==> src/rtl/console_io_core_if.sv <==
// Player I/O and video-timing bundle for the console front end.
// The master side drives raw buttons and switches; the slave side returns the debounced levels, the timing signals and the game state.
interface console_io_core_if;
  logic        up;
  logic        down;
  logic        left;
  logic        right;
  logic        setSpeed;
  logic        resetSw;
  logic        startGame;
  logic        pauseGame;
  logic        dead;

  logic        out_up;
  logic        out_down;
  logic        out_left;
  logic        out_right;
  logic        out_speed;
  logic        hsync;
  logic        vsync;
  logic        video_enable;
  logic [10:0] pixel_x;
  logic [9:0]  pixel_y;
  logic [2:0]  stateGame;

  modport master (
    output up, down, left, right, setSpeed, resetSw, startGame, pauseGame, dead,
    input  out_up, out_down, out_left, out_right, out_speed,
    input  hsync, vsync, video_enable, pixel_x, pixel_y, stateGame
  );

  modport slave (
    input  up, down, left, right, setSpeed, resetSw, startGame, pauseGame, dead,
    output out_up, out_down, out_left, out_right, out_speed,
    output hsync, vsync, video_enable, pixel_x, pixel_y, stateGame
  );
endinterface

==> src/rtl/console_io_core.sv <==
// Console front end: 800x600@72 SVGA timing, eight input debouncers and the top-level game FSM.
// Sync outputs line up with pixel_x/pixel_y; debounced levels lag a stable input by COUNTER_LIMITE+3 clocks; there is no backpressure.
module console_io_core #(
  parameter int                  INTERVAL       = 20,
  parameter logic [INTERVAL-1:0] COUNTER_LIMITE = 20'hfffff
) (
  input  logic              clk,
  input  logic              reset,
  console_io_core_if.slave  io
);

  localparam logic [10:0] H_LAST       = 11'd1039;
  localparam logic [10:0] H_ACTIVE     = 11'd800;
  localparam logic [10:0] H_SYNC_FIRST = 11'd856;
  localparam logic [10:0] H_SYNC_LAST  = 11'd975;
  localparam logic [9:0]  V_LAST       = 10'd665;
  localparam logic [9:0]  V_ACTIVE     = 10'd600;
  localparam logic [9:0]  V_SYNC_FIRST = 10'd637;
  localparam logic [9:0]  V_SYNC_LAST  = 10'd642;

  localparam logic [INTERVAL-1:0] CNT_ONE = 1;

  localparam int DB_UP     = 0;
  localparam int DB_DOWN   = 1;
  localparam int DB_LEFT   = 2;
  localparam int DB_RIGHT  = 3;
  localparam int DB_SPEED  = 4;
  localparam int DB_RESET  = 5;
  localparam int DB_START  = 6;
  localparam int DB_PAUSE  = 7;
  localparam int DB_N      = 8;

  typedef enum logic [2:0] {
    ST_IDLE      = 3'd0,
    ST_PLAYING   = 3'd1,
    ST_PAUSED    = 3'd2,
    ST_GAME_OVER = 3'd3
  } state_t;

  // ---------------------------------------------------------------- timing
  logic [10:0] r_hcnt;
  logic [9:0]  r_vcnt;
  logic        r_hsync;
  logic        r_vsync;
  logic        w_h_wrap;
  logic [10:0] w_hcnt_nxt;
  logic [9:0]  w_vcnt_nxt;
  logic        w_hsync_nxt;
  logic        w_vsync_nxt;

  assign w_h_wrap   = (r_hcnt == H_LAST);
  assign w_hcnt_nxt = w_h_wrap ? 11'd0 : (r_hcnt + 11'd1);
  assign w_vcnt_nxt = !w_h_wrap          ? r_vcnt :
                      (r_vcnt == V_LAST) ? 10'd0  : (r_vcnt + 10'd1);

  // Sync flops decode the upcoming count so they stay aligned with pixel_x/pixel_y.
  assign w_hsync_nxt = (w_hcnt_nxt >= H_SYNC_FIRST) && (w_hcnt_nxt <= H_SYNC_LAST);
  assign w_vsync_nxt = (w_vcnt_nxt >= V_SYNC_FIRST) && (w_vcnt_nxt <= V_SYNC_LAST);

  always_ff @(posedge clk or negedge reset) begin
    if (!reset) begin
      r_hcnt  <= 11'd0;
      r_vcnt  <= 10'd0;
      r_hsync <= 1'b0;
      r_vsync <= 1'b0;
    end else begin
      r_hcnt  <= w_hcnt_nxt;
      r_vcnt  <= w_vcnt_nxt;
      r_hsync <= w_hsync_nxt;
      r_vsync <= w_vsync_nxt;
    end
  end

  // ------------------------------------------------------------ debouncers
  logic [DB_N-1:0]     w_raw;
  logic [DB_N-1:0]     r_sync1;
  logic [DB_N-1:0]     r_sync2;
  logic [DB_N-1:0]     r_db;
  logic [INTERVAL-1:0] r_cnt [DB_N];

  // setSpeed is an active-low pushbutton; everything else is active-high.
  assign w_raw = {io.pauseGame, io.startGame, io.resetSw, ~io.setSpeed,
                  io.right, io.left, io.down, io.up};

  always_ff @(posedge clk or negedge reset) begin
    if (!reset) begin
      r_sync1 <= '0;
      r_sync2 <= '0;
      r_db    <= '0;
      for (int i = 0; i < DB_N; i++) begin
        r_cnt[i] <= '0;
      end
    end else begin
      r_sync1 <= w_raw;
      r_sync2 <= r_sync1;
      for (int i = 0; i < DB_N; i++) begin
        if (r_sync2[i] == r_db[i]) begin
          r_cnt[i] <= '0;
        end else if (r_cnt[i] == COUNTER_LIMITE) begin
          r_db[i]  <= r_sync2[i];
          r_cnt[i] <= '0;
        end else begin
          r_cnt[i] <= r_cnt[i] + CNT_ONE;
        end
      end
    end
  end

  // -------------------------------------------------------------- game FSM
  state_t r_state;
  state_t w_state_nxt;
  logic   w_db_reset;
  logic   w_db_start;
  logic   w_db_pause;

  assign w_db_reset = r_db[DB_RESET];
  assign w_db_start = r_db[DB_START];
  assign w_db_pause = r_db[DB_PAUSE];

  always_ff @(posedge clk or negedge reset) begin
    if (!reset) begin
      r_state <= ST_IDLE;
    end else begin
      r_state <= w_state_nxt;
    end
  end

  always_comb begin
    w_state_nxt = r_state;
    if (w_db_reset) begin
      w_state_nxt = ST_IDLE;
    end else begin
      case (r_state)
        ST_IDLE: begin
          if (w_db_start) w_state_nxt = ST_PLAYING;
        end
        ST_PLAYING: begin
          // Death outranks a pause request arriving in the same cycle.
          if (io.dead)         w_state_nxt = ST_GAME_OVER;
          else if (w_db_pause) w_state_nxt = ST_PAUSED;
        end
        ST_PAUSED: begin
          if (!w_db_pause) w_state_nxt = ST_PLAYING;
        end
        ST_GAME_OVER: begin
          if (!w_db_start) w_state_nxt = ST_IDLE;
        end
        default: w_state_nxt = ST_IDLE;
      endcase
    end
  end

  // --------------------------------------------------------------- outputs
  assign io.out_up       = r_db[DB_UP];
  assign io.out_down     = r_db[DB_DOWN];
  assign io.out_left     = r_db[DB_LEFT];
  assign io.out_right    = r_db[DB_RIGHT];
  assign io.out_speed    = r_db[DB_SPEED];
  assign io.hsync        = r_hsync;
  assign io.vsync        = r_vsync;
  assign io.video_enable = (r_hcnt < H_ACTIVE) && (r_vcnt < V_ACTIVE);
  assign io.pixel_x      = r_hcnt;
  assign io.pixel_y      = r_vcnt;
  assign io.stateGame    = r_state;

endmodule

==> src/flat_wrapper.sv <==
// flat-port wrapper written by rule: the top's interface ports become plain ports
module console_io_core_flat 
#(
  parameter int                  INTERVAL       = 20,
  parameter logic [INTERVAL-1:0] COUNTER_LIMITE = 20'hfffff
)
  (clk, reset, io_up, io_down, io_left, io_right, io_setSpeed, io_resetSw, io_startGame, io_pauseGame, io_dead, io_out_up, io_out_down, io_out_left, io_out_right, io_out_speed, io_hsync, io_vsync, io_video_enable, io_pixel_x, io_pixel_y, io_stateGame);
  console_io_core_if io_i ();
  input  logic clk;
  input  logic reset;
  input wire logic [$bits(io_i.up)-1:0] io_up;
  input wire logic [$bits(io_i.down)-1:0] io_down;
  input wire logic [$bits(io_i.left)-1:0] io_left;
  input wire logic [$bits(io_i.right)-1:0] io_right;
  input wire logic [$bits(io_i.setSpeed)-1:0] io_setSpeed;
  input wire logic [$bits(io_i.resetSw)-1:0] io_resetSw;
  input wire logic [$bits(io_i.startGame)-1:0] io_startGame;
  input wire logic [$bits(io_i.pauseGame)-1:0] io_pauseGame;
  input wire logic [$bits(io_i.dead)-1:0] io_dead;
  output wire logic [$bits(io_i.out_up)-1:0] io_out_up;
  output wire logic [$bits(io_i.out_down)-1:0] io_out_down;
  output wire logic [$bits(io_i.out_left)-1:0] io_out_left;
  output wire logic [$bits(io_i.out_right)-1:0] io_out_right;
  output wire logic [$bits(io_i.out_speed)-1:0] io_out_speed;
  output wire logic [$bits(io_i.hsync)-1:0] io_hsync;
  output wire logic [$bits(io_i.vsync)-1:0] io_vsync;
  output wire logic [$bits(io_i.video_enable)-1:0] io_video_enable;
  output wire logic [$bits(io_i.pixel_x)-1:0] io_pixel_x;
  output wire logic [$bits(io_i.pixel_y)-1:0] io_pixel_y;
  output wire logic [$bits(io_i.stateGame)-1:0] io_stateGame;
  assign io_i.up = io_up;
  assign io_i.down = io_down;
  assign io_i.left = io_left;
  assign io_i.right = io_right;
  assign io_i.setSpeed = io_setSpeed;
  assign io_i.resetSw = io_resetSw;
  assign io_i.startGame = io_startGame;
  assign io_i.pauseGame = io_pauseGame;
  assign io_i.dead = io_dead;
  assign io_out_up = io_i.out_up;
  assign io_out_down = io_i.out_down;
  assign io_out_left = io_i.out_left;
  assign io_out_right = io_i.out_right;
  assign io_out_speed = io_i.out_speed;
  assign io_hsync = io_i.hsync;
  assign io_vsync = io_i.vsync;
  assign io_video_enable = io_i.video_enable;
  assign io_pixel_x = io_i.pixel_x;
  assign io_pixel_y = io_i.pixel_y;
  assign io_stateGame = io_i.stateGame;
  console_io_core #(.INTERVAL(INTERVAL), .COUNTER_LIMITE(COUNTER_LIMITE)) u_core (.clk(clk), .reset(reset), .io(io_i));
endmodule
==> config.mk <==
export PLATFORM = sky130hd
export DESIGN_NAME = console_io_core_flat
export DESIGN_NICKNAME = d
export VERILOG_FILES = /design/src/rtl/console_io_core_if.sv /design/src/rtl/console_io_core.sv /design/src/flat_wrapper.sv
export SDC_FILE = /design/constraint.sdc
export NUM_CORES = 1
export LEC_CHECK = 0
export CAP_MARGIN = 40
export CORE_AREA = 2 2 182 184
export DETAILED_ROUTE_END_ITERATION = 10
export DIE_AREA = 0 0 184 186
export HOLD_SLACK_MARGIN = 0.03
export SLEW_MARGIN = 20
export SYNTH_ARGS = -nofsm -noshare
export SYNTH_HDL_FRONTEND = slang
export SYNTH_SLANG_ARGS = --single-unit
==> constraint.sdc <==
create_clock -name clk -period 3.1 [get_ports clk]
set_input_delay 0.465 -clock clk [delete_from_list [all_inputs] [get_ports clk]]
set_output_delay 0.465 -clock clk [all_outputs]
set_load 0.01 [all_outputs]
---- Word-level counts from Yosys, hierarchy flattened ----
Index checks and enable logic that the tools add are counted.
operators by class
  add/sub/neg operators ................... 10
  multipliers ............................. 0
  divide/modulo/power cells ............... 0
  magnitude comparators ................... 6
  equality and inequality tests ........... 25
  shift operators ......................... 0
  mux-type cells .......................... 26
  bitwise operators ....................... 9
  reduce and logical (&&, ||, !) cells .... 13
operators by type and width
  kind                   number
  $mux 20                16
  $add 20x1->20 const B  8
  $eq 20x20->1 const B   8
  $mux 10                2
  $mux 3                 6
  $reduce_and 2->1       8
  $pmux 3 s4             1
  $add 11x1->11 const B  1
  $eq 11x11->1 const B   1
  $ge 11x10->1 const B   1
  $le 11x10->1 const B   1
  $lt 11x10->1 const B   1
  $mux 11                1
  $add 10x1->10 const B  1
  $eq 10x10->1 const B   1
  $ge 10x10->1 const B   1
  $le 10x10->1 const B   1
  $lt 10x10->1 const B   1
  $not 1->1              9
  $eq 1x1->1             8
  $eq 3x2->1 const B     2
  $ne 3x3->1 const B     2
  $ne 4x2->1 const B     1
  $reduce_and 4->1       1
  other kinds (4)        6
storage, ports and cells
  flip-flop bits (word level) ............. 210
  bits in latches ......................... 0
  memory bits (writable) .................. 0
  memory bits (read-only) ................. 0
  output and inout port bits .............. 32
  logic and storage cells ................. 112
  memories kept ........................... 0

---- Logic depth before layout (Yosys ltp) ----
Gate-level depths: netlist (run 1).
  depth after elaboration ................. 5
  gate-level depth with buffers ........... 9
  mapped depth without buffers ............ 8

---- Worst setup path after synthesis (run 1) ----
Ideal clock, no wire load.
  path type ............................... flip-flop to flip-flop
  start point ............................. register u_core.r_hcnt[4], in the netlist u_core.io.pixel_x[4]
  end point ............................... register u_core.r_vsync, in the netlist u_core.io.vsync
  data arrival time ....................... 2.505 ns
  required time ........................... 3.037 ns
  path slack .............................. 0.532 ns
  stages on the path, launching flop included .. 8
  path buffers ............................ 1
  cells stage by stage .................... dfrtp_1 -> or4b_4 -> or3_1 -> buf_2 -> nor4_4 -> mux2i_1 -> or2b_1 -> a2bb2o_4
between the ends
  word-level cells in the longest chain between the ends .. 4
  elaborated cells between the ends (all ways) .. 5
RTL lines
  element                                       line                   text
  start: declaration                            console_io_core.sv:41  logic [10:0] r_hcnt;
  start signal: assignment                      console_io_core.sv:67  r_hcnt <= w_hcnt_nxt;
  $eq 11x11->1 (*)                              console_io_core.sv:51  assign w_h_wrap = (r_hcnt == H_LAST);
  $mux 10 (*)                                   console_io_core.sv:53  assign w_vcnt_nxt = !w_h_wrap ? r_vcnt :
  $ge 10x10->1 or $le 10x10->1 (tied branches)  console_io_core.sv:58  assign w_vsync_nxt = (w_vcnt_nxt >= V_SYNC_FIRST) && (w_vcnt_nxt <= V_SYNC_LAST);
  $logic_and 1x1->1 (*)                         console_io_core.sv:58
  via u_core.w_vsync_nxt                        console_io_core.sv:49  logic w_vsync_nxt;
  end signal: assignment                        console_io_core.sv:70  r_vsync <= w_vsync_nxt;
  end: declaration                              console_io_core.sv:44  logic r_vsync;
The timed path passes the listed nets; every way through them passes the cells marked *.
A chain may end at the register's enable or synchronous reset.

---- Worst setup path after layout (run 1) ----
  start point ............................. register u_core.r_vcnt[3], in the netlist u_core.io.pixel_y[3]
  end point ............................... output io_video_enable
between the ends
  word-level cells in the longest chain between the ends .. 2
RTL lines
  element                   line                    text
  start: declaration        console_io_core.sv:42   logic [9:0] r_vcnt;
  start signal: assignment  console_io_core.sv:68   r_vcnt <= w_vcnt_nxt;
  $lt 10x10->1              console_io_core.sv:161  assign io.video_enable = (r_hcnt < H_ACTIVE) && (r_vcnt < V_ACTIVE);
  $logic_and 1x1->1         console_io_core.sv:161
  end: declaration          flat_wrapper.sv:27      output wire logic [$bits(io_i.video_enable)-1:0] io_video_enable;
No other way between the ends.

==> flow_metrics.tcl, run 1 <==
set metrics [dict create \
    report.final.slew_viol_count 0 \
    setup_viol 0 \
    mostFrequentLayoutCell "sky130_fd_sc_hd__dfrtp_1" \
    hold_path.startpoint "u_core.r_sync1[1]" \
    dp_hpwl_um 10940 \
    num-nets-final 1004 \
    ctsHtreeMaxLevel 1 \
    cts_resized 0 \
    antenna_found_initial 0 \
    r2r_slack_ns 0.42 \
    setup_total_negative_slack_ns 0 \
    synth_edf_count 0 \
    synth_top_flop_cell "sky130_fd_sc_hd__dfrtp_1" \
    tritoncts_num_sinks 209 \
    total_power_per_unit_cell_area_nw_per_um2 516.4 \
    die_width_um 184 \
    post_drt_wl_per_cell_um 12.10 \
    placer_congestion 0.8194 \
    startpoint_type "flop" \
    cts_tree "built" \
    grt_setup_unrepaired "false" \
    worstSkewPairLatency_ns 0.51 \
    crit_required_ns 2.63 \
    final_total_power_mw 5.804 \
    worst_case_vdd_ir_drop_uv 354.6 \
    fillers 3242 \
    finalWorstPathRequiredPeriod_ns 2.868 \
    synthDistinctLibCells 49 \
    core-area_sq_um 32210 \
    pre_cts_slack_ns 0.4335 \
    clock_input_transition_at_the_sequential_cells_of_the_worst_setup_and_hold_paths_ns 0.07 \
    timing.setup.critical_path_class "reg -> out" \
    status "complete, no violations" \
    holdPathStages 0 \
    worst_hold_path_type "reg -> reg" \
    detailedRoute.firstIterationViolations 370 \
    synth.net_count 950 \
    max_cap_violations 0 \
    timing.hold.worst_endpoint "u_core.r_sync2[1]" \
    crit_path_start "u_core.io.pixel_y[3]" \
    n_antenna_cell 0 \
    final_layout_size_suffix_gt1_frac 0.06834 \
    finalInstanceArea_sq_um 11240 \
    final_hold_violation_count 0 \
    synth_sequential_area_ratio 0.5480 \
    area_occupied_by_multi_input_gates_sq_um 4151 \
    postCtsSetupBuffers 0 \
    cts_hold_repair.buffers 1 \
    worst_pin_slew_ns 0.7788 \
    die_height_um 186 \
    layout_stage_area_growth_over_the_synthesis_result_pct 17.75 \
    grt.total_usage 0.1034 \
    grt_start_max_net_pins 68 \
    numCtsBuffers 24 \
    floorplan.initialDensity 0.2963 \
    remaining_drc_errors 0 \
    layout.cells.most_common_list "sky130_fd_sc_hd__dfrtp_1, sky130_fd_sc_hd__nor2_1, sky130_fd_sc_hd__xor2_1, sky130_fd_sc_hd__nand3_1, sky130_fd_sc_hd__xnor2_1" \
    final.setup.worst_slack_ns 0.2317 \
    drt_pass1_iterations 6 \
    yosys_register_bits 209 \
    worst_slew_margin_rel 0.4760 \
    drt-vias-per-instance 4.585 \
    sequential_cell_area_sq_um 5230 \
    design.die.area_sq_um 34220 \
    timing.critical_path.to_type "output pin" \
    worst_hold_slack_ns 0.3451 \
    cts-root-buf "sky130_fd_sc_hd__clkbuf_16" \
    post_synth_inst_count 927 \
    detail-route-antenna-nets 0 \
    place.port_buffers 41 \
    first_global_vias 6548 \
    drt_wl_total_um 16980 \
    worst_flop_to_flop_path_endpoint "u_core.io.vsync" \
    critPathArrivalTime_ns 2.40 \
    core.rowCount 66 \
    grt_first_pass_wirelength_um 30240 \
    clock.fmax_mhz 348.6 \
    fin_skew_ns 0.01325 \
    power.static_leakage_nw 4.865 \
    dpl_cell_area_sq_um 10460 \
    ys_warn_count 0 \
    vias_after_detailed_routing 6433 \
    async_flop_share 1.000 \
    boundaryPins 43 \
    clock_tree.buffer_depth 3 \
    postSynthAreaPerCell_sq_um 10.30 \
    synthesis.area_sq_um 9544 \
    min_period_over_period 0.9253 \
    critical_path_peak_fanout 8 \
    reg2reg_from "u_core.io.pixel_x[4]" \
    globalRouteOverflowTotal 0 \
    worst_r2r_path_depth 6 \
]
layer usage:
metal | global-route usage | vias up | wire length, um
met4 | 0.02848 | 0 | 409
met2 | 0.1683 | 81 | 7482
met3 | 0.02289 | 28 | 657
met1 | 0.1388 | 3114 | 8430
li1 | - | 3210 | -
met5 | 0 | - | 0
layout make-up:
type	count	share of cell area
timing repair buffer	49	0.04464
clock buffer	30	0.06001
inverter	21	0.007014
sequential	209	0.4654
tap	408	0.04542
clock inverter	10	0.008127
multi-input combinational	676	0.3694
state kept, by name, summed over array words and instances, names as in the netlist:
register,flops
u_core.io.vsync,1
u_core.r_sync1,8
u_core.r_sync2,8
u_core.io.hsync,1
u_core.io.stateGame,2
u_core.r_db,8
u_core.io.pixel_x,11
u_core.r_cnt,160
u_core.io.pixel_y,10
worst max path at each step:
| stage | end | cells past startpoint | slack [ns] |
|---|---|---|---|
| floorplan | u_core.io.vsync | 7 | 0.53 |
| global placement | u_core.io.vsync | 6 | 0.47 |
| detailed placement | u_core.io.vsync | 6 | 0.43 |
| CTS | io_video_enable | 3 | 0.24 |
| global route | io_video_enable | 5 | 0.14 |
| finish | io_video_enable | 5 | 0.23 |
cell usage after synthesis, types with 2 or more instances:
cell type | n | area, sq um
sky130_fd_sc_hd__nor3_1 | 15 | 75.07
sky130_fd_sc_hd__xor2_1 | 105 | 919.6
sky130_fd_sc_hd__and4_1 | 20 | 175.2
sky130_fd_sc_hd__a31o_2 | 2 | 17.52
sky130_fd_sc_hd__mux2i_1 | 2 | 20.02
sky130_fd_sc_hd__o21ai_0 | 4 | 20.02
sky130_fd_sc_hd__inv_1 | 21 | 78.83
sky130_fd_sc_hd__ha_1 | 12 | 150.1
sky130_fd_sc_hd__and3b_1 | 2 | 17.52
sky130_fd_sc_hd__clkbuf_1 | 17 | 63.81
sky130_fd_sc_hd__and3_1 | 23 | 143.9
sky130_fd_sc_hd__a21boi_0 | 2 | 15.01
sky130_fd_sc_hd__and2_1 | 5 | 31.28
sky130_fd_sc_hd__xnor2_1 | 64 | 560.5
sky130_fd_sc_hd__nand2_1 | 59 | 221.5
sky130_fd_sc_hd__nor2_1 | 201 | 754.5
sky130_fd_sc_hd__mux2_2 | 9 | 101.4
sky130_fd_sc_hd__nor4_1 | 8 | 50.05
sky130_fd_sc_hd__dfrtp_1 | 209 | 5230
sky130_fd_sc_hd__or2_2 | 6 | 37.54
sky130_fd_sc_hd__o211ai_1 | 2 | 15.01
sky130_fd_sc_hd__a21oi_1 | 5 | 25.02
sky130_fd_sc_hd__or3_1 | 5 | 31.28
sky130_fd_sc_hd__buf_1 | 2 | 7.510
sky130_fd_sc_hd__nand3_1 | 65 | 325.3
sky130_fd_sc_hd__nand2b_1 | 5 | 31.28
sky130_fd_sc_hd__nand4_1 | 35 | 219.0
where the power goes:
part / switching (mW) / internal, mW / leakage (nW)
Sequential: 0.0524 / 2.78 / 2.85
Combinational: 0.143 / 0.101 / 1.65
Clock: 1.11 / 1.62 / 0.374
Total: 1.31 / 4.50 / 4.86
critical path, cell delays in order (launching register included):
cell and delay, ns:
sky130_fd_sc_hd__dfrtp_1 0.47, sky130_fd_sc_hd__and2_1 0.25, sky130_fd_sc_hd__o21ai_0 0.14, sky130_fd_sc_hd__a21boi_0 0.14
sky130_fd_sc_hd__a311oi_1 0.29, sky130_fd_sc_hd__clkdlybuf4s50_1 0.59
cells by family after synthesis:
family	after synthesis	share of synthesized area
AOI/OAI and AO/OA	22	0.01704
muxes	11	0.01272
xor gates and xnor gates	169	0.1551
and+or+nand+nor	461	0.2340
other	1	0.0003929
DFF	209	0.5480
buffers and inverters	42	0.01704
adders and majority gates	12	0.01573
per-stage QoR:
| stage | std cells | util |
|---|---|---|
| 2_1_floorplan | 927 | - |
| 3_3_place_gp | 1362 | 0.3249 |
| 3_5_place_dp | 1362 | 0.3249 |
| 4_1_cts | 1403 | 0.3490 |
| 5_1_grt | 1403 | 0.3490 |
| 6_report | 1403 | 0.3490 |
No activity file was read; power rests on OpenSTA's default activity.
==> run 2: changes to the inputs <==
Settings changed: GPL_ROUTABILITY_DRIVEN set to 0, SKIP_CTS_REPAIR_TIMING set to 1.
==> results of run 2 <==
The final DEF is identical to that of run 1; final timing and power are the same.
==> run 3: changes to the inputs <==
Settings changed: CTS_CLUSTER_SIZE set to 8.
==> run 3 against run 2 <==
  * Count of clock-buffer cells in the layout grew 2
  * Utilization is 0.070 points higher
  * Wire length is 1.4% higher
  * Sequential share of layout area fell by 0.093 points
  * Flip-flop and latch count did not move
  * Combinational power about the same
  * Clock skew rose by 0.0013 ns
  * Worst hold slack got worse by 0.0051 ns
  * Clock power grew 4%
  * Worst setup slack gained 0.022 ns
==> flow_metrics.tcl, run 3 (synthesis gave the netlist of run 1 again) <==
set metrics [dict create \
    status "complete, no violations" \
    worst_flop_to_flop_path_endpoint "u_core.io.vsync" \
    timing.setup.critical_path_class "reg -> out" \
    globalRouteOverflowTotal 0 \
    timing.critical_path.to_type "output pin" \
    worst_path_largest_cell_delay_ns 0.58 \
    worstPathBufferInverterCount 1 \
    boundaryPins 43 \
    worstSkewPairLatency_ns 0.53 \
    fillers 3229 \
    worst_slew_margin_rel 0.4848 \
    worst_hold_path_type "reg -> reg" \
    sequential_cell_area_sq_um 5230 \
    vias_after_detailed_routing 6447 \
    switching_power_mw 1.299 \
    tritoncts_num_sinks 209 \
    worst_path_dominant_cell_family "compound AO/OA/AOI/OAI gates" \
    layout.cells.most_common_list "sky130_fd_sc_hd__dfrtp_1, sky130_fd_sc_hd__nor2_1, sky130_fd_sc_hd__xor2_1, sky130_fd_sc_hd__nand3_1, sky130_fd_sc_hd__xnor2_1" \
    report.final.slew_viol_count 0 \
    mostFrequentLayoutCell "sky130_fd_sc_hd__dfrtp_1" \
    worst_setup_path_endpoint "io_video_enable" \
    combPwrFrac 0.041 \
    pre_cts_slack_ns 0.4335 \
    critical_path_peak_fanout 8 \
    crit_path_start "u_core.io.pixel_y[3]" \
    critPathArrivalTime_ns 2.38 \
    clock_power_frac 0.480 \
    total_power_per_unit_cell_area_nw_per_um2 525.6 \
    place.port_buffers 41 \
    finalInstanceArea_sq_um 11260 \
    first_global_vias 6591 \
    crit_required_ns 2.63 \
    layout_stage_area_growth_over_the_synthesis_result_pct 17.99 \
    antenna_found_initial 0 \
    seq_power_share 0.479 \
    clock_input_transition_at_the_sequential_cells_of_the_worst_setup_and_hold_paths_ns 0.05 \
    grt_first_pass_wirelength_um 30710 \
    numCtsBuffers 30 \
    largest_reg_flops 160 \
    final_total_power_mw 5.918 \
    floorplan.initialDensity 0.2963 \
    drt-vias-per-instance 4.618 \
    internal_portion_of_total_power_mw 4.620 \
    drt_pass1_iterations 4 \
    power.switching_fraction 0.2195 \
    n_antenna_cell 0 \
    power.static_leakage_nw 4.878 \
    clock.fmax_mhz 351.3 \
    worst_hold_slack_ns 0.3400 \
    dp_hpwl_um 10940 \
    post_drt_wl_per_cell_um 12.34 \
    grt_start_max_net_pins 68 \
    design.die.area_sq_um 34220 \
    grt.total_usage 0.1052 \
    worst_case_vdd_ir_drop_uv 373.5 \
    remaining_drc_errors 0 \
    area_occupied_by_multi_input_gates_sq_um 4151 \
    min_period_over_period 0.9183 \
    drt_wl_total_um 17230 \
    grt_setup_unrepaired "false" \
    final.setup.worst_slack_ns 0.2532 \
    max_cap_violations 0 \
    critical_path_depth 5 \
    reg2reg_from "u_core.io.pixel_x[4]" \
    finalWorstPathRequiredPeriod_ns 2.847 \
    final_hold_violation_count 0 \
    setup_total_negative_slack_ns 0 \
    worst_pin_slew_ns 0.7657 \
    detailedRoute.firstIterationViolations 343 \
    core-area_sq_um 32210 \
    clock_tree.buffer_depth 3 \
    detail-route-antenna-nets 0 \
    r2r_slack_ns 0.42 \
    num-nets-final 1010 \
    final_layout_size_suffix_gt1_frac 0.06275 \
    cts_tree "built" \
    worst_r2r_path_depth 6 \
    hold_path.startpoint "u_core.r_sync1[5]" \
    die_width_um 184 \
    fin_skew_ns 0.01451 \
    setup_viol 0 \
    critical_path.slowest_cell "sky130_fd_sc_hd__clkdlybuf4s50_1" \
    ctsHtreeMaxLevel 1 \
    cts-root-buf "sky130_fd_sc_hd__clkbuf_16" \
    core.rowCount 66 \
    timing.critical_path.cells "and2_1, o21ai_0, a21boi_0, a311oi_1, clkdlybuf4s50_1" \
    startpoint_type "flop" \
    largest_register "u_core.r_cnt" \
    die_height_um 186 \
    dpl_cell_area_sq_um 10460 \
]
-- run 3: power by group through the flow --
stage	combinational, mW	sequential [mW]	clock [mW]
after floorplan	0.120	2.88	0
after global placement	0.247	2.88	0
after detailed placement	0.251	2.88	0
after CTS	0.253	2.83	2.94
after global routing	0.281	2.84	3.06
final	0.244	2.84	2.84
-- run 3: worst min-delay path by stage --
stage	end	depth (start not counted)
final	u_core.r_sync2[5]	0
after CTS	u_core.r_sync1[3]	1
after detailed placement	u_core.r_sync2[4]	0
after global placement	u_core.r_sync2[1]	0
after global routing	u_core.r_sync2[2]	0
after floorplan	u_core.io.hsync	0
-- run 3: worst reg2reg max path: stages, from the launching register on --
cell	delay [ns]
sky130_fd_sc_hd__dfrtp_1	0.44
sky130_fd_sc_hd__or4b_4	0.60
sky130_fd_sc_hd__or3_1	0.53
sky130_fd_sc_hd__nor4_4	0.35
sky130_fd_sc_hd__mux2i_1	0.24
sky130_fd_sc_hd__or2b_1	0.26
sky130_fd_sc_hd__a2bb2o_4	0.21
-- run 3: area by class of cell --
class                      instances  area share
clock buffer                      32     0.06922
clock inverter                     1   0.0007778
sequential                       209      0.4644
inverter                          21    0.007000
tap                              408     0.04533
multi-input combinational        676      0.3687
timing repair buffer              49     0.04456
-- run 3: layer usage --
metal  track usage  vias up  wire length, um
met4       0.02752        0              350
met2        0.1707       96             7523
met5             0        -                0
met1        0.1401     3115             8533
met3       0.02641       28              818
li1              -     3208                -
-- run 3: per-stage QoR --
stage | util | cells
after global routing | 0.3497 | 1396
after CTS | 0.3493 | 1395
after detailed placement | 0.3249 | 1362
after floorplan | - | 927
after global placement | 0.3249 | 1362
final | 0.3497 | 1396
